**src/rtl/fifo_stream_pkg.sv**
```systemverilog
// Shared types and widths for the FIFO stream reader slice.
package fifo_stream_pkg;

  typedef enum logic [1:0] {
    IDLE = 2'd0,
    RUN  = 2'd1,
    HALT = 2'd2
  } state_e;

  localparam int DATA_W_DEF = 8;
  localparam int BEAT_CNT_W = 16;

endpackage

```
**src/rtl/stream_skid_buf.sv**
```systemverilog
// Two-entry valid/ready holding buffer; entry 0 is always the head.
module stream_skid_buf
  import fifo_stream_pkg::*;
#(
  parameter int DATA_W = DATA_W_DEF
) (
  input  logic              clk,
  input  logic              rst,
  input  logic              push,
  input  logic [DATA_W-1:0] push_data,
  input  logic              pop,
  output logic [DATA_W-1:0] head_data,
  output logic [1:0]        occupancy
);

  logic [1:0]        occ_q, occ_d;
  logic [DATA_W-1:0] ent0_q, ent0_d;
  logic [DATA_W-1:0] ent1_q, ent1_d;
  logic              do_pop;

  always_comb begin
    occ_d  = occ_q;
    ent0_d = ent0_q;
    ent1_d = ent1_q;
    do_pop = pop && (occ_q != 2'd0);
    case ({push, do_pop})
      2'b10: begin
        // a push into a full buffer is dropped; the issue logic never allows it
        if (occ_q == 2'd0) begin
          ent0_d = push_data;
          occ_d  = 2'd1;
        end else if (occ_q == 2'd1) begin
          ent1_d = push_data;
          occ_d  = 2'd2;
        end
      end
      2'b01: begin
        ent0_d = ent1_q;
        occ_d  = occ_q - 2'd1;
      end
      2'b11: begin
        if (occ_q == 2'd1) begin
          ent0_d = push_data;
        end else begin
          ent0_d = ent1_q;
          ent1_d = push_data;
        end
      end
      default: ;
    endcase
  end

  always_ff @(posedge clk) begin
    if (!rst) begin
      occ_q  <= 2'd0;
      ent0_q <= '0;
      ent1_q <= '0;
    end else begin
      occ_q  <= occ_d;
      ent0_q <= ent0_d;
      ent1_q <= ent1_d;
    end
  end

  assign head_data = ent0_q;
  assign occupancy = occ_q;

endmodule

```
**src/rtl/fifo_stream_reader.sv**
```systemverilog
// Pops the byte FIFO through its registered read port and presents the bytes
// as a valid/ready stream, framed with m_last every PKT_LEN beats.
//
// state | meaning
// IDLE  | no pops issued; waiting for en
// RUN   | popping whenever the buffer can absorb the byte
// HALT  | en dropped; no new pops, waiting for the in-flight byte to land
module fifo_stream_reader
  import fifo_stream_pkg::*;
#(
  parameter int DATA_W    = DATA_W_DEF,
  parameter int PKT_LEN   = 4,
  parameter int BUF_DEPTH = 2
) (
  input  logic                  clk,
  input  logic                  rst,
  input  logic                  en,
  input  logic                  fifo_empty,
  input  logic [DATA_W-1:0]     fifo_dout,
  output logic                  fifo_read_enable,
  output logic                  m_valid,
  output logic [DATA_W-1:0]     m_data,
  output logic                  m_last,
  input  logic                  m_ready,
  output logic                  busy,
  output logic [BEAT_CNT_W-1:0] beat_cnt
);

  localparam int               IDX_W    = (PKT_LEN > 1) ? $clog2(PKT_LEN) : 1;
  localparam logic [IDX_W-1:0] LAST_IDX = IDX_W'(PKT_LEN - 1);
  localparam logic [1:0]       DEPTH    = 2'(BUF_DEPTH);

  state_e                  state_q, state_d;
  logic                    inflight_q, inflight_d;
  logic [IDX_W-1:0]        pkt_idx_q, pkt_idx_d;
  logic [BEAT_CNT_W-1:0]   beat_cnt_q, beat_cnt_d;
  logic [1:0]              occ, occ_after;
  logic                    xfer;
  logic [DATA_W-1:0]       head_data;

  stream_skid_buf #(.DATA_W(DATA_W)) u_buf (
    .clk       (clk),
    .rst       (rst),
    .push      (inflight_q),
    .push_data (fifo_dout),
    .pop       (xfer),
    .head_data (head_data),
    .occupancy (occ)
  );

  always_comb begin
    m_valid   = (occ != 2'd0);
    xfer      = m_valid & m_ready;
    // a beat leaving this cycle frees its slot for the byte we pop now
    occ_after = occ - {1'b0, xfer};
    fifo_read_enable = (state_q == RUN) & ~fifo_empty &
                       ((occ_after + {1'b0, inflight_q}) < DEPTH);
    inflight_d = fifo_read_enable & ~fifo_empty;

    state_d = state_q;
    case (state_q)
      IDLE:    if (en) state_d = RUN;
      RUN:     if (!en) state_d = HALT;
      HALT: begin
        if (en)               state_d = RUN;
        else if (!inflight_q) state_d = IDLE;
      end
      default: state_d = IDLE;
    endcase

    pkt_idx_d  = pkt_idx_q;
    beat_cnt_d = beat_cnt_q;
    if (xfer) begin
      pkt_idx_d  = (pkt_idx_q == LAST_IDX) ? '0 : pkt_idx_q + IDX_W'(1);
      beat_cnt_d = beat_cnt_q + BEAT_CNT_W'(1);
    end

    m_data   = head_data;
    m_last   = m_valid & (pkt_idx_q == LAST_IDX);
    busy     = (state_q != IDLE) | m_valid;
    beat_cnt = beat_cnt_q;
  end

  always_ff @(posedge clk) begin
    if (!rst) begin
      state_q    <= IDLE;
      inflight_q <= 1'b0;
      pkt_idx_q  <= '0;
      beat_cnt_q <= '0;
    end else begin
      state_q    <= state_d;
      inflight_q <= inflight_d;
      pkt_idx_q  <= pkt_idx_d;
      beat_cnt_q <= beat_cnt_d;
    end
  end

endmodule

```
**config.mk**
```make
export PLATFORM = sky130hd
export DESIGN_NAME = fifo_stream_reader
export DESIGN_NICKNAME = d
export VERILOG_FILES = /design/src/rtl/fifo_stream_pkg.sv /design/src/rtl/stream_skid_buf.sv /design/src/rtl/fifo_stream_reader.sv
export SDC_FILE = /design/constraint.sdc
export NUM_CORES = 1
export LEC_CHECK = 0
export CAP_MARGIN = 20
export CORE_MARGIN = 5
export CORE_UTILIZATION = 50
export CTS_CLUSTER_DIAMETER = 80
export DETAILED_ROUTE_END_ITERATION = 8
export GPL_TIMING_DRIVEN = 0
export PLACE_DENSITY = 0.82
export SETUP_SLACK_MARGIN = 0.3
export SLEW_MARGIN = 20
export SYNTH_ARGS = -nofsm -noshare
export SYNTH_HDL_FRONTEND = slang
export SYNTH_SLANG_ARGS = --single-unit
```
**constraint.sdc**
```tcl
create_clock -name clk -period 3.05 [get_ports clk]
set_clock_uncertainty 0.05 [all_clocks]
set_input_delay 0.61 -clock clk [delete_from_list [all_inputs] [get_ports clk]]
set_output_delay 0.61 -clock clk [all_outputs]
set_load 0.05 [all_outputs]
```
Yosys cells after proc, flatten, opt, wreduce, memory -nomap -nowiden
Cells that the tools add are included.
Widths: inputs -> output; s select.
{"block": "op_classes", "n_mux": 15, "n_lt_le_gt_ge": 1, "n_shift": 0, "reduce_logical": 12, "n_bitwise": 7, "eq_ne": 14, "addsub": 5, "n_mul": 0, "div": 0}
{"operator": "$mux 8", "n": 4}
{"operator": "$pmux 8 s3", "n": 1}
{"operator": "$add 16x1->16 const B", "n": 1}
{"operator": "$pmux 8 s2", "n": 1}
{"operator": "$mux 2", "n": 7}
{"operator": "$eq 2x2->1 const B", "n": 4}
{"operator": "$ne 2x2->1 const B", "n": 4}
{"operator": "$reduce_bool 2->1", "n": 4}
{"operator": "$eq 2x1->1 const B", "n": 3}
{"operator": "$pmux 2 s3", "n": 1}
{"operator": "$reduce_and 3->1", "n": 2}
{"operator": "$and 1x1->1", "n": 5}
{"operator": "$logic_not 2->1", "n": 2}
{"operator": "$pmux 2 s2", "n": 1}
{"operator": "$reduce_and 2->1", "n": 2}
{"operator": "$ne 3x1->1 const B", "n": 1}
{"operator": "$ne 3x3->1 const B", "n": 1}
{"operator": "$reduce_bool 3->1", "n": 1}
{"operator": "$add 2x1->2", "n": 1}
{"operator": "$add 2x1->2 const B", "n": 1}
{"operator": "$lt 2x2->1 const B", "n": 1}
{"operator": "$ne 2x1->1 const B", "n": 1}
{"operator": "$sub 2x1->2", "n": 1}
{"operator": "$sub 2x1->2 const B", "n": 1}
{"operator": "3 further kinds", "n": 3}
{"block": "totals", "mem_bits_rw": 0, "rom_bits": 0, "elab_cells": 61, "n_memories": 0, "regBits": 39, "output_inout_bits": 28, "latch_bits": 0, "in_bits": 13}

Logic depth before layout (Yosys ltp)
Gate-level depths: netlist of the first run.
{"block": "depth", "word_depth": 7, "ltp_mapped": 11, "mapped_depth_nobuf": 9}

Cells and area by module
A second synthesis of the first run with hierarchy kept.
{"block": "hier_totals", "cells_unflattened": 223, "area_unflattened_um2": 1988.2}
{"mod": "fifo_stream_reader", "seq_area_each_um2": 420.4, "cells_each": 110, "instances": 1, "area_per_inst_um2": 1018.5}
{"mod": "stream_skid_buf", "seq_area_each_um2": 360.3, "cells_each": 113, "instances": 1, "area_per_inst_um2": 969.7}

Least setup slack after synthesis of the first run
No wires, ideal clock.
{"block": "synth_timing", "path_type": "register to output", "start": "register u_buf.occ_q[0], in the netlist u_buf.occupancy[0]", "end": "output port fifo_read_enable", "required_time_ns": 2.390, "setup_slack_ns": -0.259, "path_stages_with_launch": 11, "arrival_ns": 2.649, "n_path_buf": 2, "path_cell_list": "dfxtp_1 inv_1 ha_1 buf_6 nand2b_1 buf_2 inv_2 ha_1 nor2b_1 xnor2_1 nor3_1"}
{"block": "synth_between", "elab_chain_cells": 6}
{"element": "start: declaration", "line_no": "stream_skid_buf.sv:16", "rtl": "logic [1:0] occ_q, occ_d;"}
{"element": "start signal: assignment", "line_no": "stream_skid_buf.sv:55", "rtl": "occ_q <= 2'd0;"}
{"element": "start signal: assignment", "line_no": "stream_skid_buf.sv:59", "rtl": "occ_q <= occ_d;"}
{"element": "$reduce_bool 2->1", "line_no": "fifo_stream_reader.sv:52", "rtl": "m_valid = (occ != 2'd0);"}
{"element": "$and 1x1->1", "line_no": "fifo_stream_reader.sv:53", "rtl": "xfer = m_valid & m_ready;"}
{"element": "via u_buf.pop", "line_no": "stream_skid_buf.sv:11", "rtl": "input logic pop,"}
{"element": "$sub 2x1->2", "line_no": "fifo_stream_reader.sv:55", "rtl": "occ_after = occ - {1'b0, xfer};"}
{"element": "$add 2x1->2", "line_no": "fifo_stream_reader.sv:57", "rtl": "((occ_after + {1'b0, inflight_q}) < DEPTH);"}
{"element": "$lt 2x2->1", "line_no": "fifo_stream_reader.sv:57"}
{"element": "$and 1x1->1", "line_no": "fifo_stream_reader.sv:56", "rtl": "fifo_read_enable = (state_q == RUN) & ~fifo_empty &"}
{"element": "end: declaration", "line_no": "fifo_stream_reader.sv:20", "rtl": "output logic fifo_read_enable,"}
The timed path passes the listed nets, and every way through them passes these cells.

Worst setup path after layout of the first run
Same ends and word-level chain as after synthesis.

==> flow_summary.yaml, run 1 <==
sta:
  slew_headroom_pct: 41.24
  rsz0062_at_grt: "true"
  final-setup-viol-count: 0
  layout_setup_ws_ns: 0.3008
  min_period_ns: 2.749
  hold_viol_final: 0
  worst_pin_slew_ns: 0.8722
  max_freq_mhz: 363.7
  fin_tns_setup_ns: 0
  post-route-period-util_pct: 90.14
  final_max_slew_viol_count: 0
route:
  wl_met2_mm: 2.379
  wl_per_cell_um: 15.10
  wl_met1_mm: 1.950
  routed_wl_mm: 4.652
  via_count: 1680
  drtIter0Drc: 124
  drc: 0
  routed-wl-met3_um: 251
  vias_per_cell: 5.455
  ant_nets: 0
  top_layer: "met4"
  drtPass1Iterations: 4
synthesis:
  yosys.area.top_type: "dfxtp_1"
  yosysTopAreaCellShare_pct: 41.63
  netlist_area_um2: 1876
  ys_seq_area_share_pct: 41.63
  post_synth.cell_area_avg_um2: 9.378
  synth_warnings: 0
  syn_nets: 222
  syn_inst: 200
  synth_cell_types: 37
  ys_top_cells_by_area: "dfxtp_1, mux2i_1, ha_1"
  ys_ff_latch: 39
worst_setup_path:
  worstPathArrival_ns: 2.09
  cp.required_ns: 2.39
  reg2reg_from: "u_buf.occupancy[0]"
  critical_path_class: "flop to primary output"
  reg2reg_to: "u_buf.ent1_q[7]"
  cp-end-kind: "primary output"
  cp_top_family: "buffers and inverters"
  rr_worst_depth: 12
  cp_num_buf_inv: 5
  cp_max_fo: 4
  start_kind: "flop"
  critical_path.cell_chain: "inv_4 > ha_4 > buf_6 > nand2b_4 > buf_6 > inv_8 > ha_4 > nor2b_4 > xnor2_2 > nor3_4 > buf_6"
  crit_top_cell: "buf_6"
  cpPeakStageDelay_ns: 0.37
  slowest_stage: "dfxtp_2"
  rrSetupSlack_ns: 0.52
clock_network:
  clk_pin_slew_ns: 0.07
  htree_levels: 2
  max-clock-path-buffers: 2
  ctsHoldBuffers: 0
  clk_latency_ns: 0.29
  cts_sinks: 39
  numCtsBuffers: 5
  tritoncts: "yes"
  cts_root_buf: "clkbuf_8"
grt:
  grt_max_degree: 13
  grt_pass1_vias: 1501
  antenna_found_initial: 0
  grt_pass1_wl_mm: 7.224
  overflow: 0
  track_usage_pct: 17.87
power:
  p_leak_nw: 1.026
  net-switching-power_mw: 0.3456
  powerDensity_nw_per_um2: 437.8
  irDropWorstVdd_mv: 0.2739
  seq_power_share_pct: 47.5
  pwr-share-comb_pct: 22.9
  swShare_pct: 30.37
  clockPowerShare_pct: 29.6
  p_int_mw: 0.7922
min_path:
  hold-path-endpoint: "state_q[0]"
  hold_start: "state_q[0]"
  hold_depth: 1
  hp-class: "flop to flop"
floorplan:
  core_area_um2: 3661
  start_util_pct: 51.23
  die_w_um: 71.25
  die_h_um: 71.25
  rows: 22
  ios: 41
  dieArea_um2: 5076
place:
  dp_slack_ns: -0.6161
  io_buffers: 40
  placed_cell_area_um2: 2347
  post-dp-hpwl_mm: 3.050
  finalWeightedCongestion: 0.8154
finish:
  layout.nets: 281
  final_cell_area_um2: 2599
  mostFrequentLayoutCells: "dfxtp_1, clkdlybuf4s50_1, nand2_1, and2_1"
  antenna_cells: 0
  fin_util_pct: 70.98
  seq_area_um2: 785.8
  multi_input_area_um2: 1100
  layout-drive-gt1-share_pct: 15.38
  fillCellCount: 279
  syn_to_final_growth_pct: 38.56
run_status:
  status: "completed"
flow_run:
  cap_viol_max_count: 0
-- routing by layer --
layer,up-vias,GRT usage (%)
li1,814,-
met1,805,22.47
met2,52,29.29
met3,9,5.189
met4,0,6.054
met5,-,0
-- cell families after synthesis --
group / after synthesis / synth area share, %
compound gates: 31 / 11.94
simple gates: 80 / 23.75
xor+xnor: 15 / 7.005
mux: 12 / 6.405
fa+ha+maj: 9 / 6.004
buf+inv: 14 / 3.268
flops: 39 / 41.63
-- worst max-delay path by stage --
stage                             startpoint                to  slack [ns]  depth (start not counted)
after floorplan           u_buf.occupancy[0]  fifo_read_enable        0.34                         10
after global placement               m_ready  fifo_read_enable       -0.59                          9
after detailed placement             m_ready  fifo_read_enable       -0.62                          9
after CTS                 u_buf.occupancy[1]  fifo_read_enable        0.29                         11
after global routing      u_buf.occupancy[1]  fifo_read_enable        0.22                         11
final                     u_buf.occupancy[0]  fifo_read_enable        0.30                         11
-- per-stage QoR --
step	hold WS, ns	cells	power, mW
after floorplan	0.3816	200	0.6935
after detailed placement	0.4086	288	0.7709
final	0.4230	308	1.138
after global routing	0.4382	308	1.185
after CTS	0.4209	301	1.123
after global placement	0.4063	288	0.7657
-- state kept, by name (all words and copies together) (netlist names) --
register	cells
beat_cnt	16
inflight_q	1
pkt_idx_q	2
state_q	2
u_buf.ent1_q	8
u_buf.head_data	8
u_buf.occupancy	2
-- worst register-to-register path: stages, from the launching register on --
cell	delay [ns]
dfxtp_2	0.37
inv_4	0.05
ha_4	0.15
buf_6	0.11
nand2b_4	0.13
buf_6	0.13
buf_4	0.16
inv_1	0.11
ha_1	0.21
xnor2_1	0.13
a211oi_4	0.49
mux2i_1	0.27
nor2b_1	0.07
-- cells in the mapped netlist --
cell and n:
buf_2 1, a21oi_1 3, nor4_2 1, inv_1 7, mux2i_1 12, o21ai_0 10, a221oi_1 8, dfxtp_1 39
nor3_1 7, a31o_2 1, xnor2_1 8, nand3b_1 3, a21oi_2 1, ha_1 9, o21a_1 1, nand4_1 3
buf_6 1, xor2_1 7, o21ai_1 1, and2_1 13, o211ai_1 1, nor2b_1 12, nand4_2 1, nand4b_1 1
nor4_1 3, nand3_1 3, a21boi_0 2, nand2b_1 5, nand2_1 15, a31oi_1 1, and4b_1 1, o211a_1 1
clkbuf_1 4, a211oi_4 1, inv_2 1, nor2_1 11, or3_1 1
-- cell type report --
class / count / share of cell area (%)
buffer: 6 / 1.444
clock buffer: 5 / 2.648
clock inverter: 3 / 0.5778
inverter: 8 / 1.637
multi-input combinational: 147 / 42.32
sequential: 39 / 30.24
tap: 48 / 2.311
timing repair buffer: 52 / 18.83
-- repair_timing --
item	4_1_cts	5_1_grt
endpoints found under the setup margin	3	2
resized for setup	22	7
endpoints found under the hold margin	0	0
pin swaps	2	3
setup buffers	5	7
-- power groups by stage --
stage	sequential (mW)	clock [mW]	combinational, mW
after floorplan	0.594	0	0.0994
after global placement	0.551	0	0.215
after detailed placement	0.551	0	0.219
after CTS	0.539	0.345	0.239
after global routing	0.542	0.365	0.277
final	0.540	0.336	0.261
(Power assumes the default switching activity.)
==> run 2: changes to the inputs <==
--- a/config.mk
+++ b/config.mk
@@ -7,11 +7,11 @@
 export LEC_CHECK = 0
 export CAP_MARGIN = 20
 export CORE_MARGIN = 5
-export CORE_UTILIZATION = 50
+export CORE_UTILIZATION = 45
 export CTS_CLUSTER_DIAMETER = 80
 export DETAILED_ROUTE_END_ITERATION = 8
 export GPL_TIMING_DRIVEN = 0
-export PLACE_DENSITY = 0.82
+export PLACE_DENSITY = 0.78
 export SETUP_SLACK_MARGIN = 0.3
 export SLEW_MARGIN = 20
 export SYNTH_ARGS = -nofsm -noshare
==> constraint.sdc (replaced) <==
create_clock -name clk -period 2.35 [get_ports clk]
set_clock_uncertainty 0.05 [all_clocks]
set_input_delay 0.47 -clock clk [delete_from_list [all_inputs] [get_ports clk]]
set_output_delay 0.47 -clock clk [all_outputs]
set_load 0.05 [all_outputs]
==> run 2 against run 1 <==
The run now ends with setup timing left. Setup slack worse by 0.44 ns. Sequential share of layout area down 3.9 points. Critical path depth unchanged. Critical path type unchanged.
==> flow_summary.yaml, run 2 (same netlist as run 1, synthesis figures left out) <==
run_status:
  status: "finished, violations left"
  violations: "setup timing"
sta:
  layout_setup_ws_ns: -0.1422
  max_freq_mhz: 401.2
  hold_viol_final: 0
  worst_pin_slew_ns: 0.8162
  post-route-period-util_pct: 106.1
  fin_tns_setup_ns: -0.5636
  final-setup-viol-count: 9
  rsz0062_at_grt: "true"
  slew_headroom_pct: 45.01
  min_period_ns: 2.492
  final_max_slew_viol_count: 0
power:
  p_leak_nw: 1.285
  p_total_mw: 1.688
  powerDensity_nw_per_um2: 566.7
  irDropWorstVdd_mv: 0.3375
worst_setup_path:
  cp-end-kind: "primary output"
  critical_path_class: "flop to primary output"
  cp_max_fo: 2
  reg2reg_from: "u_buf.occupancy[0]"
  crit_path_start: "u_buf.occupancy[0]"
  rr_worst_depth: 15
  worstPathArrival_ns: 1.97
  cp.required_ns: 1.83
  start_kind: "flop"
floorplan:
  ios: 41
  rows: 23
  die_w_um: 74.56
  start_util_pct: 46.55
  die_h_um: 74.56
  core_area_um2: 4029
  dieArea_um2: 5559
min_path:
  hold_start: "pkt_idx_q[1]"
  hp-class: "flop to flop"
  hold_depth: 2
grt:
  overflow: 0
  grt_pass1_vias: 1608
  track_usage_pct: 17.67
  grt_pass1_wl_mm: 7.514
  grt_max_degree: 14
  antenna_found_initial: 0
route:
  routed_wl_mm: 5.745
  drtPass1Iterations: 4
  drc: 0
  drtIter0Drc: 114
  wl_per_cell_um: 18.01
  vias_per_cell: 5.693
  ant_nets: 0
  via_count: 1816
clock_network:
  max-clock-path-buffers: 2
  cts_sinks: 39
  clk_pin_slew_ns: 0.08
  cts_root_buf: "clkbuf_8"
  tritoncts: "yes"
  numCtsBuffers: 5
  htree_levels: 2
  clk_latency_ns: 0.30
finish:
  mostFrequentLayoutCells: "dfxtp_1, clkdlybuf4s50_1, nand2_1, and2_1, buf_4"
  layout.nets: 290
  syn_to_final_growth_pct: 58.84
  largest_register_ff_count: 16
  antenna_cells: 0
  layout-drive-gt1-share_pct: 30.48
  layout_commonest_cell: "dfxtp_1"
place:
  dp_slack_ns: -0.9753
  finalWeightedCongestion: 0.7991
  io_buffers: 40
  post-dp-hpwl_mm: 2.870
flow_run:
  cap_viol_max_count: 0
==> run 2: worst paths after layout <==
kind	end	slack, ns
max	fifo_read_enable	-0.14
max reg2reg	u_buf.ent1_q[2]	-0.10
min reg2reg	pkt_idx_q[1]	0.42
min	pkt_idx_q[1]	0.42
==> run 2: what timing repair did <==
action / in CTS / in global routing
pin swaps: 11 / 19
setup buffers: 11 / 10
endpoints found under the setup margin: 28 / 31
gates resized for setup: 68 / 36
hold buffers: 0 / 0
==> run 2: critical path, cell delays in order (launching register included) <==
cell	delay (ns)
dfxtp_2	0.36
inv_4	0.04
ha_4	0.15
buf_6	0.11
nand2b_4	0.13
buf_8	0.13
inv_8	0.05
ha_4	0.19
nor2b_4	0.12
xnor2_2	0.08
nor3_4	0.14
buf_6	0.18
==> run 2: layout make-up <==
| class | count | area [µm²] |
|---|---|---|
| multi-input combinational | 147 | 1318 |
| fill | 267 | 1050 |
| sequential | 39 | 783.3 |
| timing repair buffer | 61 | 609.3 |
| clock buffer | 5 | 68.82 |
| tap | 50 | 62.56 |
| inverter | 8 | 52.55 |
| clock inverter | 3 | 43.79 |
| buffer | 6 | 41.29 |
==> run 2: power breakdown <==
part           internal (mW)  switching (mW)
clock network          0.316           0.251
registers              0.685          0.0184
logic                  0.183           0.235
==> run 2: metal layers <==
layer,track usage (%),vias to the layer above,wire length [µm]
li1,-,832,-
met1,21.98,901,2312
met2,29.07,66,2984
met3,4.730,17,277
met4,6.917,0,172
met5,0,-,0
==> run 2: per-stage QoR <==
stage / hold slack (ns) / cells / cell area [µm²] / util (%)
floorplan: 0.3816 / 200 / 1933 / -
global placement: 0.3996 / 290 / 2396 / 59.47
detailed placement: 0.4101 / 290 / 2396 / 59.47
CTS: 0.4280 / 309 / 2769 / 68.73
global route: 0.4469 / 319 / 2979 / 73.94
finish: 0.4228 / 319 / 2979 / 73.94
==> run 3: changes to the inputs <==
--- a/config.mk
+++ b/config.mk
@@ -6,6 +6,7 @@
 export NUM_CORES = 1
 export LEC_CHECK = 0
 export CAP_MARGIN = 20
+export CORE_ASPECT_RATIO = 0.7
 export CORE_MARGIN = 5
 export CORE_UTILIZATION = 45
 export CTS_CLUSTER_DIAMETER = 80
==> run 3 against run 2 <==
The run still ends with setup timing left. Fmax about the same. Hold slack improved by 0.012 ns. Global-route usage increased by 2.9 points. Via count down 4.1%. Sequential cell count did not move. Register-to-register slack about the same. Sequential power barely moved. Wire length is 4.6% lower. Critical endpoint unchanged.
==> flow_summary.yaml, run 3 (same netlist as run 1, synthesis figures left out) <==
grt:
  antenna_found_initial: 0
  grt_pass1_vias: 1722
  track_usage_pct: 20.55
  grt_max_degree: 11
  grt_pass1_wl_mm: 8.756
  overflow: 0
power:
  seq_power_share_pct: 46.0
  p_total_mw: 1.526
  p_leak_nw: 1.281
  powerDensity_nw_per_um2: 526.1
  swShare_pct: 30.55
  net-switching-power_mw: 0.4662
  irDropWorstVdd_mv: 0.3745
  clockPowerShare_pct: 27.1
  pwr-share-comb_pct: 26.8
  p_int_mw: 1.060
sta:
  layout_setup_ws_ns: -0.1435
  slew_headroom_pct: 55.83
  post-route-period-util_pct: 106.1
  max_freq_mhz: 401.0
  rsz0062_at_grt: "true"
  final_max_slew_viol_count: 0
  hold_viol_final: 0
  min_period_ns: 2.494
  worst_pin_slew_ns: 0.6625
  final-setup-viol-count: 9
place:
  io_buffers: 40
  post-dp-hpwl_mm: 3.153
  dpl.cell_count: 292
  finalWeightedCongestion: 0.7761
clock_network:
  htree_levels: 2
  clk_pin_slew_ns: 0.07
  cts_sinks: 39
  cts_root_buf: "clkbuf_8"
  tritoncts: "yes"
  max-clock-path-buffers: 2
  clk_latency_ns: 0.29
  numCtsBuffers: 5
floorplan:
  dieArea_um2: 5580
  rows: 19
  die_w_um: 87.16
  core_area_um2: 3970
  die_h_um: 64.02
  start_util_pct: 47.24
  ios: 41
worst_setup_path:
  cp.required_ns: 1.83
  cp_top_family: "buffers and inverters"
  slowest_stage: "dfxtp_4"
  critical_path_class: "flop to primary output"
  start_kind: "flop"
  critical_path.cell_chain: "inv_4 > ha_4 > buf_8 > nand2b_4 > buf_8 > inv_8 > ha_4 > nor2b_4 > xnor2_2 > nor3_4 > buf_6"
  cpPeakStageDelay_ns: 0.37
  cp_num_buf_inv: 5
  cp-end-kind: "primary output"
  cp_max_fo: 2
  worstPathArrival_ns: 1.97
finish:
  mostFrequentLayoutCells: "dfxtp_1, clkdlybuf4s50_1, nand2_1, buf_4, and2_1"
  layout_commonest_cell: "dfxtp_1"
  antenna_cells: 0
  syn_to_final_growth_pct: 54.64
  fin_cells: 318
  layout-drive-gt1-share_pct: 27.07
  largest_register_ff_count: 16
  layout.nets: 289
run_status:
  status: "finished, violations left"
  violations: "setup timing"
route:
  vias_per_cell: 5.478
  via_count: 1742
  drc: 0
  drtIter0Drc: 164
  routed_wl_mm: 5.482
  wl_per_cell_um: 17.24
  drtPass1Iterations: 4
  ant_nets: 0
min_path:
  hp-class: "flop to flop"
flow_run:
  cap_viol_max_count: 0
==> run 3: changes by cell type in the layout (fill, tap and decap cells not counted), sizes merged <==
| cell | previous run | this run |
|---|---|---|
| dlygate4sd2 | 9 | 7 |
| dlymetal6s2s | 6 | 9 |
| clkinv | 2 | 0 |
| bufinv | 1 | 0 |
| clkdlybuf4s50 | 21 | 20 |
==> run 3: per-layer routing <==
layer  share of wire [%]  wire length, µm  GRT usage [%]  vias to the layer above
li1                    -                -              -                      832
met3                 5.8              316          6.675                       14
met1                  44             2389          25.86                      843
met4                 2.9              158          6.705                        0
met2                  48             2617          33.33                       53
met5                   0                0              0                        -
==> run 3: final cells by class <==
class                      instances  area (µm²)
multi-input combinational        147        1290
fill                             274        1070
sequential                        39       785.8
timing repair buffer              60       589.3
clock buffer                       6       72.57
tap                               52       65.06
inverter                           8       52.55
buffer                             6       45.04
==> run 3: power groups by stage <==
stage | clock (mW) | sequential, mW | combinational, mW
finish | 0.414 | 0.703 | 0.410
global route | 0.461 | 0.706 | 0.433
CTS | 0.418 | 0.700 | 0.375
detailed placement | 0 | 0.717 | 0.296
global placement | 0 | 0.716 | 0.292
floorplan | 0 | 0.772 | 0.140
==> run 3: path summary, 6_finish.rpt <==
kind / slack (ns) / start / cells after the start / endpoint
max: -0.14 / u_buf.occupancy[1] / 11 / fifo_read_enable
min: 0.43 / state_q[1] / 1 / state_q[0]
max reg2reg: -0.10 / u_buf.occupancy[1] / 15 / u_buf.ent1_q[5]
min reg2reg: 0.43 / state_q[1] / 1 / state_q[0]
==> run 3: repair_timing <==
item	in CTS	in global routing
endpoints found under the setup margin	28	37
buffers inserted	15	5
hold endpoints to repair	0	0
hold buffers	0	0
resized for setup	67	29
pin swaps	5	23
==> run 3: per-stage QoR <==
stage	cell area, µm²	hold WS [ns]	utilization, %	setup TNS, ns	setup WS (ns)
after floorplan	1933	0.3816	-	-0.07817	-0.07817
after global placement	2399	0.4037	60.42	-4.068	-0.9703
after detailed placement	2399	0.4081	60.42	-5.065	-1.015
after CTS	2754	0.4193	69.37	-0.4645	-0.1435
after global routing	2900	0.4609	73.05	-1.272	-0.2347
final	2900	0.4346	73.05	-0.6870	-0.1435
==> run 3: worst reg2reg max path, cell delays in order (launching register included) <==
cell and delay [ns]:
dfxtp_4 0.37, inv_4 0.04, ha_4 0.15, buf_8 0.11, nand2b_4 0.13, buf_8 0.13, buf_4 0.12, buf_6 0.11
buf_6 0.12, inv_8 0.06, ha_4 0.18, xnor2_4 0.09, a211oi_4 0.22, buf_6 0.18, mux2i_1 0.21, nor2b_1 0.07
